==> src/rtl/ram_access_arbiter_if.sv <==
// Bus bundle between the two RAM clients, the arbiter and the shared asynchronous RAM.
// slave is the arbiter's view; master is the view from the clients and the RAM.
interface ram_access_arbiter_if #(
  parameter int unsigned DW = 8,
  parameter int unsigned AW = 8
);
  logic          req0;
  logic          we0;
  logic [AW-1:0] addr0;
  logic [DW-1:0] wdata0;
  logic          ack0;
  logic [DW-1:0] rdata0;
  logic          err0;

  logic          req1;
  logic          we1;
  logic [AW-1:0] addr1;
  logic [DW-1:0] wdata1;
  logic          ack1;
  logic [DW-1:0] rdata1;
  logic          err1;

  logic [AW-1:0] ram_addr;
  logic [DW-1:0] ram_wdata;
  logic          ram_we;
  logic [DW-1:0] ram_rdata;
  logic          busy;

  modport slave (
    input  req0, we0, addr0, wdata0,
    input  req1, we1, addr1, wdata1,
    input  ram_rdata,
    output ack0, rdata0, err0,
    output ack1, rdata1, err1,
    output ram_addr, ram_wdata, ram_we, busy
  );

  modport master (
    output req0, we0, addr0, wdata0,
    output req1, we1, addr1, wdata1,
    output ram_rdata,
    input  ack0, rdata0, err0,
    input  ack1, rdata1, err1,
    input  ram_addr, ram_wdata, ram_we, busy
  );
endinterface

==> src/rtl/ram_access_arbiter.sv <==
// Round-robin arbiter for one asynchronous RAM shared by two clients. Each access runs
// through setup, strobe and response, so writeOn only rises once address and data are stable.
module ram_access_arbiter #(
  parameter int unsigned DW    = 8,
  parameter int unsigned AW    = 8,
  parameter int unsigned DEPTH = 11
) (
  input logic                  clk,
  input logic                  rst,
  ram_access_arbiter_if.slave  bus
);

  typedef enum logic [1:0] {
    IDLE   = 2'd0,
    SETUP  = 2'd1,
    STROBE = 2'd2,
    RESP   = 2'd3
  } state_t;

  state_t        state;
  logic          ptr;        // 0 favours requester 0 when both request
  logic          gnt_id;
  logic          lat_we;
  logic          range_err;

  logic          sel_c;
  logic          sel_we_c;
  logic [AW-1:0] sel_addr_c;
  logic [DW-1:0] sel_wdata_c;
  logic          sel_err_c;
  logic [DW-1:0] rsp_word_c;

  // Grant choice; only consumed while IDLE.
  assign sel_c       = bus.req1 & (~bus.req0 | ptr);
  assign sel_we_c    = sel_c ? bus.we1    : bus.we0;
  assign sel_addr_c  = sel_c ? bus.addr1  : bus.addr0;
  assign sel_wdata_c = sel_c ? bus.wdata1 : bus.wdata0;
  assign sel_err_c   = 32'(sel_addr_c) >= DEPTH;

  // Writes and out-of-range accesses answer with zero data.
  assign rsp_word_c  = (!lat_we && !range_err) ? bus.ram_rdata : DW'(0);

  always_ff @(posedge clk) begin
    if (rst) begin
      state         <= IDLE;
      ptr           <= 1'b0;
      gnt_id        <= 1'b0;
      lat_we        <= 1'b0;
      range_err     <= 1'b0;
      bus.ack0      <= 1'b0;
      bus.ack1      <= 1'b0;
      bus.rdata0    <= '0;
      bus.rdata1    <= '0;
      bus.err0      <= 1'b0;
      bus.err1      <= 1'b0;
      bus.ram_addr  <= '0;
      bus.ram_wdata <= '0;
      bus.ram_we    <= 1'b0;
      bus.busy      <= 1'b0;
    end else begin
      // Response outputs are single-cycle pulses unless set below.
      bus.ack0   <= 1'b0;
      bus.ack1   <= 1'b0;
      bus.rdata0 <= '0;
      bus.rdata1 <= '0;
      bus.err0   <= 1'b0;
      bus.err1   <= 1'b0;

      case (state)
        IDLE: begin
          if (bus.req0 || bus.req1) begin
            gnt_id        <= sel_c;
            lat_we        <= sel_we_c;
            range_err     <= sel_err_c;
            ptr           <= ~sel_c;
            // The RAM address/data registers double as the latched request.
            bus.ram_addr  <= sel_addr_c;
            bus.ram_wdata <= sel_wdata_c;
            bus.busy      <= 1'b1;
            state         <= SETUP;
          end
        end

        SETUP: begin
          bus.ram_we <= lat_we & ~range_err;
          state      <= STROBE;
        end

        STROBE: begin
          bus.ram_we <= 1'b0;
          if (gnt_id) begin
            bus.ack1   <= 1'b1;
            bus.rdata1 <= rsp_word_c;
            bus.err1   <= range_err;
          end else begin
            bus.ack0   <= 1'b1;
            bus.rdata0 <= rsp_word_c;
            bus.err0   <= range_err;
          end
          state <= RESP;
        end

        RESP: begin
          bus.ram_we <= 1'b0;
          bus.busy   <= 1'b0;
          state      <= IDLE;
        end

        default: begin
          bus.ram_we <= 1'b0;
          bus.busy   <= 1'b0;
          state      <= IDLE;
        end
      endcase
    end
  end

endmodule

==> src/flat_wrapper.sv <==
// flat-port wrapper written by rule: the top's interface ports become plain ports
module ram_access_arbiter_flat 
#(
  parameter int unsigned DW    = 8,
  parameter int unsigned AW    = 8,
  parameter int unsigned DEPTH = 11
)
  (clk, rst, bus_req0, bus_we0, bus_addr0, bus_wdata0, bus_req1, bus_we1, bus_addr1, bus_wdata1, bus_ram_rdata, bus_ack0, bus_rdata0, bus_err0, bus_ack1, bus_rdata1, bus_err1, bus_ram_addr, bus_ram_wdata, bus_ram_we, bus_busy);
  ram_access_arbiter_if #(.DW(DW), .AW(AW)) bus_i ();
  input logic clk;
  input logic rst;
  input wire logic [$bits(bus_i.req0)-1:0] bus_req0;
  input wire logic [$bits(bus_i.we0)-1:0] bus_we0;
  input wire logic [$bits(bus_i.addr0)-1:0] bus_addr0;
  input wire logic [$bits(bus_i.wdata0)-1:0] bus_wdata0;
  input wire logic [$bits(bus_i.req1)-1:0] bus_req1;
  input wire logic [$bits(bus_i.we1)-1:0] bus_we1;
  input wire logic [$bits(bus_i.addr1)-1:0] bus_addr1;
  input wire logic [$bits(bus_i.wdata1)-1:0] bus_wdata1;
  input wire logic [$bits(bus_i.ram_rdata)-1:0] bus_ram_rdata;
  output wire logic [$bits(bus_i.ack0)-1:0] bus_ack0;
  output wire logic [$bits(bus_i.rdata0)-1:0] bus_rdata0;
  output wire logic [$bits(bus_i.err0)-1:0] bus_err0;
  output wire logic [$bits(bus_i.ack1)-1:0] bus_ack1;
  output wire logic [$bits(bus_i.rdata1)-1:0] bus_rdata1;
  output wire logic [$bits(bus_i.err1)-1:0] bus_err1;
  output wire logic [$bits(bus_i.ram_addr)-1:0] bus_ram_addr;
  output wire logic [$bits(bus_i.ram_wdata)-1:0] bus_ram_wdata;
  output wire logic [$bits(bus_i.ram_we)-1:0] bus_ram_we;
  output wire logic [$bits(bus_i.busy)-1:0] bus_busy;
  assign bus_i.req0 = bus_req0;
  assign bus_i.we0 = bus_we0;
  assign bus_i.addr0 = bus_addr0;
  assign bus_i.wdata0 = bus_wdata0;
  assign bus_i.req1 = bus_req1;
  assign bus_i.we1 = bus_we1;
  assign bus_i.addr1 = bus_addr1;
  assign bus_i.wdata1 = bus_wdata1;
  assign bus_i.ram_rdata = bus_ram_rdata;
  assign bus_ack0 = bus_i.ack0;
  assign bus_rdata0 = bus_i.rdata0;
  assign bus_err0 = bus_i.err0;
  assign bus_ack1 = bus_i.ack1;
  assign bus_rdata1 = bus_i.rdata1;
  assign bus_err1 = bus_i.err1;
  assign bus_ram_addr = bus_i.ram_addr;
  assign bus_ram_wdata = bus_i.ram_wdata;
  assign bus_ram_we = bus_i.ram_we;
  assign bus_busy = bus_i.busy;
  ram_access_arbiter #(.DW(DW), .AW(AW), .DEPTH(DEPTH)) u_core (.clk(clk), .rst(rst), .bus(bus_i));
endmodule
==> config.mk <==
export PLATFORM = sky130hd
export DESIGN_NAME = ram_access_arbiter_flat
export DESIGN_NICKNAME = d
export VERILOG_FILES = /design/src/rtl/ram_access_arbiter_if.sv /design/src/rtl/ram_access_arbiter.sv /design/src/flat_wrapper.sv
export SDC_FILE = /design/constraint.sdc
export NUM_CORES = 1
export LEC_CHECK = 0
export BUFFER_PORTS_ARGS = -buffer_cell sky130_fd_sc_hd__clkbuf_2
export CORE_MARGIN = 3
export CORE_UTILIZATION = 35
export DETAILED_ROUTE_END_ITERATION = 8
export SKIP_LAST_GASP = 1
export SLEW_MARGIN = 20
export SYNTH_ARGS = -nofsm -noshare
export SYNTH_HDL_FRONTEND = slang
export SYNTH_SLANG_ARGS = --single-unit
==> constraint.sdc <==
create_clock -name clk -period 4.5 [get_ports clk]
set_clock_uncertainty 0.15 [all_clocks]
set_input_delay 0.225 -clock clk [delete_from_list [all_inputs] [get_ports clk]]
set_output_delay 0.225 -clock clk [all_outputs]
set_load 0.03 [all_outputs]
; ---- Word level (Yosys, flattened, before mapping)
; Index checks and enable logic that the tools add are counted.
; Widths: inputs -> output; s select.
[totals]
wordCells = 52
input_bits = 46
out_inout_bits = 38
reg_bits = 44
[op_classes]
order_cmp = 1
n_eq_ne = 4
bitwise_logic = 8
mux = 11
reduce_logical = 13
[op_table]
columns = op, n
row1 = $mux 8, 3
row2 = $ge 8x4->1 const B, 1
row3 = $pmux 2 s4, 1
row4 = $reduce_or 3->1, 2
row5 = $not 1->1, 5
row6 = $eq 2x2->1 const B, 2
row7 = $mux 1, 4
row8 = $pmux 1 s2, 2
row9 = $reduce_and 2->1, 2
row10 = $reduce_bool 2->1, 2
row11 = $reduce_or 2->1, 2
row12 = $and 1x1->1, 2
row13 = $eq 2x1->1 const B, 1
row14 = $logic_not 1->1, 2
row15 = $logic_not 2->1, 1
row16 = $mux 2, 1
row17 = $ne 2x1->1 const B, 1
row18 = $logic_and 1x1->1, 1
row19 = $logic_or 1x1->1, 1
row20 = $or 1x1->1, 1

; ---- Logic depth before layout (Yosys ltp)
; Gate-level depths: netlist of the first run.
[depth]
ltp_word = 5
mapped_depth = 8
ltp_nobuf = 5

; ---- Worst setup path after synthesis of the first run
; No wires, ideal clock.
[synth_timing]
kind = register -> register
startpoint = register u_core.state[0]
endpoint = register u_core.bus.ram_addr[5]
setup_slack_ns = 2.924
arrival_ns = 1.335
setup_time_ns = 0.091
period_less_slack_ns = 1.576
path_stages_with_launch = 9
required_ns = 4.259
cell_sequence = dfxtp_1 > inv_1 > ha_1 > buf_2 > o21a_1 > buf_2 > buf_4 > nor2_1 > a311oi_1
[synth_between]
elab_chain_len = 2
[synth_rtl]
columns = item, line_no
row1 = "start, declared", ram_access_arbiter.sv:20  ; state_t state;
row2 = "start signal, assigned", ram_access_arbiter.sv:45  ; state <= IDLE;
row3 = "start signal, assigned", ram_access_arbiter.sv:80  ; state <= SETUP;
row4 = "start signal, assigned", ram_access_arbiter.sv:86  ; state <= STROBE;
row5 = $logic_not 2->1, ram_access_arbiter.sv:69  ; case (state)
row6 = $reduce_and 2->1 (no line), --
row7 = "end signal, assigned", ram_access_arbiter.sv:77  ; bus.ram_addr <= sel_addr_c;
row8 = "end, declared", ram_access_arbiter_if.sv:35  ; output ram_addr, ram_wdata, ram_we, busy
; Every way passes these cells.
; A chain may end at the register's enable or synchronous reset.

; ---- Worst setup path after layout of the first run
[layout_timing]
startpoint = register u_core.state[0]
endpoint = register u_core.bus.ram_addr[6]
; The elaborated chain is that of the path after synthesis.

==> results.toml, run 1 <==
[run_status]
status = "completed"

[power]
vdd_drop_max_mv = 0.2518
clkPwrFrac_pct = 19.2
p_per_area_nw_per_um2 = 571.5
p_int_uw = 762.7
switching_share_pct = 41.50
p_seq_share_pct = 40.2
p_comb_share_pct = 40.6
power_uw = 1304
leakage_uw = 0.001059
switching_power_uw = 541.0

[floorplan]
coreArea_um2 = 4817
die_height_um = 77.25
start_util_pct = 36.88
pin_count = 84
placementRows = 25
dieArea_um2 = 5968
die_x_um = 77.25

[logic_synthesis]
ys_types = 38
synth-edff-count = 0
synth_seq_cells = 44
synth_nets = 237
syn_area_um2 = 1777
synth-seq-area-share_pct = 49.58
netlist_instances = 188
synth_area_per_cell_um2 = 9.451
synth_warnings = 0
synth-async-reset-ratio_pct = 0
synthFlopType = "dfxtp_1"

[critical_path]
cp.required_ps = 4560
start_kind = "flop"
critPathCaptureType = "flop"
cp_max_fo = 26
critPathKind = "reg2reg"
crit_arrival_ps = 2410

[finish]
drive_gt1_share_pct = 35.63
instances_no_fill = 328
layout.nets = 309
area_growth_pct = 28.38
antenna_cells = 0

[place]
dp_cells = 320
port-buffer-count = 83
pre_cts_ws_ps = 2091
place_congestion = 0.6837
hpwl_um = 3087

[global_route]
grt_pass1_vias = 1478
grt_antenna_before_repair = 0
grt_max_degree = 28
gr-usage-all-layers_pct = 14.61
overflow = 0
grt_pass1_wl_um = 7058

[routing]
dr.pass1.iters = 4
drc = 0
via_per_inst = 5.116
antenna_left = 0
totalWireLength_um = 4512
drt_iter0_drc = 40
wl_per_cell_um = 13.76
routed-via-count = 1678

[sta]
finalSetupViolCount = 0
slew_headroom_pct = 37.29
fin_crit_sh_pct = 52.32
post-route-min-period_ps = 2354
setup_ws_ps = 2146
final.setup.tns_ps = 0
hold_violations = 0
fmax_mhz = 424.8
slew_violations = 0
worst_pin_slew_ps = 934.3
rsz0062_at_grt = "false"

[flow_run]
maxCapViolCount = 0

[clock_tree]
root_buffer = "clkbuf_8"
cts_hold_buffers = 0
cts_tree = "done"
cts_inserted_buffers = 5
cts_setup_buffers = 0
path_clk_slew_ps = 80
cts.sinks = 44
clkLatencyLatePin_ps = 290
cts.htree.levels = 2
cts_buffer_depth = 2
cts.repair.resized = 0

[min_path]
hp-class = "in2reg"
==> path summary, 6_finish.rpt <==
kind	start	endpoint	slack (ps)	cells past startpoint
max	u_core.state[0]	u_core.bus.ram_addr[6]	2150	5
max reg2reg	u_core.state[0]	u_core.bus.ram_addr[6]	2150	5
min	bus_ram_rdata[0]	u_core.bus.rdata0[0]	20	2
min reg2reg	u_core.bus.ram_wdata[5]	u_core.bus.ram_wdata[5]	330	2
==> stage by stage <==
| stage | instance area (µm²) | util (%) | hold slack, ps |
|---|---|---|---|
| final | 2281 | 47.35 | 19.22 |
| after floorplan | 1777 | - | 220.9 |
| after CTS | 2281 | 47.35 | 6.259 |
| after global placement | 2191 | 45.48 | 319.3 |
| after global routing | 2281 | 47.35 | 13.53 |
| after detailed placement | 2191 | 45.48 | 313.1 |
==> layout make-up <==
type                    instances  area, µm²
flip-flops and latches         44      880.8
inverters                       3      11.26
clock buffers                   8      90.09
repair buffers                 84      422.9
fillers                       501       2536
well taps                      67      83.83
multi-input cells             122      792.0
==> metal layers <==
metal	GRT usage, %	vias up	share of wire (%)
met5	0	-	0
met4	4.270	0	0.33
met3	5.164	2	10
met2	22.80	78	44
met1	18.94	759	46
li1	-	839	-
==> cells by family (layout without fill, tap and decap cells) <==
| group | after synthesis | in the layout | synth area share [%] |
|---|---|---|---|
| flip-flops | 44 | 44 | 49.58 |
| adder cells (fa/ha/maj) | 3 | 3 | 2.113 |
| AO/OA/AOI/OAI | 47 | 47 | 19.51 |
| AND/OR/NAND/NOR | 70 | 70 | 21.83 |
| buffers and inverters | 22 | 95 | 5.845 |
| multiplexers | 2 | 2 | 1.127 |
==> power by group through the flow <==
stage	clock network, µW	registers, µW	logic, µW
2_1_floorplan	0	649	287
3_3_place_gp	0	533	527
3_5_place_dp	0	533	538
4_1_cts	260	526	537
5_1_grt	279	535	577
6_report	250	525	529
==> synthesized netlist by cell type, types with 5 or more instances <==
cell type | instances | share of area [%]
and3_1 | 16 | 5.6
nand4_1 | 9 | 3.2
nand3_1 | 9 | 2.5
dfxtp_1 | 44 | 50
clkbuf_1 | 10 | 2.1
nand2_1 | 10 | 2.1
buf_2 | 5 | 1.4
a31oi_1 | 9 | 3.2
a311oi_1 | 9 | 4.4
o21ai_0 | 8 | 2.3
nor2_1 | 13 | 2.7
o211ai_1 | 9 | 3.8
==> flip-flops by register name, indices dropped and copies added (netlist names) <==
register / count
u_core.range_err: 1
u_core.bus.ram_we: 1
u_core.bus.ram_wdata: 8
u_core.lat_we: 1
u_core.bus.err0: 1
u_core.bus.ack1: 1
u_core.state: 2
u_core.ptr: 1
u_core.bus.ack0: 1
u_core.bus.err1: 1
u_core.gnt_id: 1
u_core.bus.ram_addr: 8
u_core.bus.busy: 1
u_core.bus.rdata0: 8
u_core.bus.rdata1: 8
==> worst max-delay path, stage by stage, from the launching register on <==
cell and delay, ps:
dfxtp_1 330, inv_1 80, ha_1 560, o21a_1 800, nor2_1 100, a311oi_1 250
==> placed cells by master (no fill, tap or decap), types with 3 or more instances in the layout <==
cell and count:
and3_1 16, inv_1 3, nand4_1 9, a31oi_1 9, o211ai_1 9, a311oi_1 9, ha_1 3, dfxtp_1 44
nor2_1 13, nand2_1 10, o21ai_0 8, clkbuf_2 83, nand3_1 9, clkbuf_8 6
Power figures use the tool's default switching activity.
==> run 2, diff against run 1 <==
--- a/config.mk
+++ b/config.mk
@@ -5,10 +5,12 @@
 export SDC_FILE = /design/constraint.sdc
 export NUM_CORES = 1
 export LEC_CHECK = 0
+export ABC_AREA = 1
 export BUFFER_PORTS_ARGS = -buffer_cell sky130_fd_sc_hd__clkbuf_2
 export CORE_MARGIN = 3
 export CORE_UTILIZATION = 35
 export DETAILED_ROUTE_END_ITERATION = 8
+export PLACE_DENSITY = 0.66
 export SKIP_LAST_GASP = 1
 export SLEW_MARGIN = 20
 export SYNTH_ARGS = -nofsm -noshare
==> constraint.sdc (replaced) <==
create_clock -name clk -period 2.1 [get_ports clk]
set_clock_uncertainty 0.15 [all_clocks]
set_input_delay 0.105 -clock clk [delete_from_list [all_inputs] [get_ports clk]]
set_output_delay 0.105 -clock clk [all_outputs]
set_load 0.03 [all_outputs]
==> run 2 against run 1 <==
Effect of this change: combinational power up 100%; final cell count up 22%; fmax up 38%; setup slack worse by 1800 ps; clock power rose to 2.6 times the previous value; register-to-register slack worse by 1800 ps; sequential share of layout area down 4.8 points; synthesized cell count up 16%; global-route usage up 1.3 points; design area up 14%; utilization up 9.7 points; largest power group is now sequential cells.
==> results.toml, run 2 <==
[sta]
worst_pin_slew_ps = 378.3
final.setup.tns_ps = 0
hold_violations = 0
post-route-min-period_ps = 1706
slew_headroom_pct = 74.72
fmax_mhz = 586.3
rsz0062_at_grt = "false"
finalSetupViolCount = 0
fin_crit_sh_pct = 81.22
setup_ws_ps = 394.4
slew_violations = 0
holdWs_ps = 20.88

[clock_tree]
cts.sinks = 44
path_clk_slew_ps = 80
cts_inserted_buffers = 5
clkLatencyLatePin_ps = 290
root_buffer = "clkbuf_8"
cts.repair.resized = 0
cts_tree = "done"
cts_buffer_depth = 2
cts.htree.levels = 2

[power]
power_uw = 2810
p_per_area_nw_per_um2 = 1078
switching_share_pct = 39.56
switching_power_uw = 1112
p_int_uw = 1698
clkPwrFrac_pct = 23.1
p_seq_share_pct = 38.5
leakage_uw = 0.001359
p_comb_share_pct = 38.4
vdd_drop_max_mv = 0.4508

[logic_synthesis]
netlist_top_cells_count = "55 x nand2_1, 44 x dfxtp_1, 32 x inv_1"
synth-seq-area-share_pct = 50.94
synth_seq_cells = 44
syn_area_um2 = 1729
netlist_instances = 219
synth.most_common_cell = "nand2_1"
synth_nets = 268
synth_top_area_share_pct = 50.94
synthFlopType = "dfxtp_1"
synth_warnings = 0
ys_top_cells_by_area = "dfxtp_1 51%, nand2_1 12%, inv_1 6.9%"
synth-async-reset-ratio_pct = 0
ys_types = 27
synth_area_per_cell_um2 = 7.896
synth-edff-count = 0
post-synth-top-area-cell = "dfxtp_1"

[floorplan]
coreArea_um2 = 4564
die_x_um = 76.29
pin_count = 84
placementRows = 24
start_util_pct = 37.88
dieArea_um2 = 5820
die_height_um = 76.29

[place]
hpwl_um = 3156
pre_cts_ws_ps = 409.0
place_congestion = 0.7706
port-buffer-count = 83

[finish]
area_growth_pct = 50.72
fillers = 460
antenna_cells = 0
utilization_pct = 57.10
layout_common_cells = "83 x clkbuf_2, 55 x nand2_1, 44 x dfxtp_1"
drive_gt1_share_pct = 29.94
layout.nets = 382
final_common_cell = "clkbuf_2"

[global_route]
gr-usage-all-layers_pct = 15.95
grt_pass1_wl_um = 7596
overflow = 0
grt_max_degree = 17
grt_antenna_before_repair = 0
grt_pass1_vias = 1685

[routing]
antenna_left = 0
dr.pass1.iters = 4
wl_per_cell_um = 11.36
drt_iter0_drc = 55
drc = 0
totalWireLength_um = 4532
routed-via-count = 1736
via_per_inst = 4.351

[critical_path]
critPathKind = "reg2reg"
cp_max_fo = 14
crit_arrival_ps = 1740
critPathCaptureType = "flop"
cp.required_ps = 2130
start_kind = "flop"

[run_status]
status = "completed"

[min_path]
hp-class = "in2reg"

[flow_run]
maxCapViolCount = 0
[run 2: cell types whose count changed in the layout (fill, tap and decap cells not counted), moves of 5 or more]
cell | before | now
a311oi_1 | 9 | 0
and3_1 | 16 | 0
dlygate4sd3_1 | 0 | 30
inv_1 | 3 | 32
nand2_1 | 10 | 55
nand4_1 | 9 | 1
nor3_1 | 1 | 18
o211ai_1 | 9 | 4
[run 2: metal layers]
layer  global-route usage, %  wire length [µm]  vias to the layer above
li1                        -                 -                      919
met1                   18.81              2044                      766
met2                   28.30              2225                       45
met3                   4.374               211                        6
met4                   4.348                51                        0
met5                       0                 0                        -
[run 2: worst max-delay path, stage by stage (launching register included)]
cell,delay [ps]
dfxtp_1,330
inv_1,80
ha_1,230
inv_2,90
a21oi_4,200
buf_4,240
nand3_1,110
nor2_1,110
a21oi_1,60
[run 2: timing repair]
| item | 4_1_cts | 5_1_grt |
|---|---|---|
| buffers inserted | 0 | 0 |
| hold buffers | 30 | 0 |
| hold endpoints to repair | 28 | 0 |
[run 2: area by class of cell]
cell class / count / area, µm² / area share (%)
flip-flops and latches: 44 / 880.8 / 33.80
repair buffers: 114 / 723.2 / 27.75
multi-input cells: 130 / 659.4 / 25.30
inverters: 38 / 145.1 / 5.569
well taps: 65 / 81.33 / 3.120
clock buffers: 5 / 68.82 / 2.640
clock inverters: 3 / 47.55 / 1.824
[run 2: path summary, 6_finish.rpt]
path,startpoint,endpoint,slack (ps),cells past startpoint
max,u_core.state[0],u_core.range_err,390,8
min,bus_addr1[0],u_core.bus.ram_addr[0],20,5
max reg2reg,u_core.state[0],u_core.range_err,390,8
min reg2reg,u_core.gnt_id,u_core.bus.ack0,290,1
[run 2: per-stage QoR]
stage	instance area [µm²]	std cells
2_1_floorplan	1729	219
3_3_place_gp	2190	361
6_report	2606	399
5_1_grt	2606	399
3_5_place_dp	2190	361
4_1_cts	2606	399
[run 2: cell families after synthesis]
| logic type | Yosys count | synth area share, % |
|---|---|---|
| buffers and inverters | 45 | 10.93 |
| and+or+nand+nor | 100 | 25.83 |
| adders and majority gates | 3 | 2.171 |
| DFF | 44 | 50.94 |
| AOI/OAI and AO/OA | 27 | 10.13 |
[run 2: power groups by stage]
stage	combinational, µW	clock [µW]	sequential (µW)
floorplan	548	0	1330
global placement	1020	0	1100
detailed placement	1040	0	1100
CTS	1080	661	1080
global route	1190	698	1100
finish	1080	649	1080
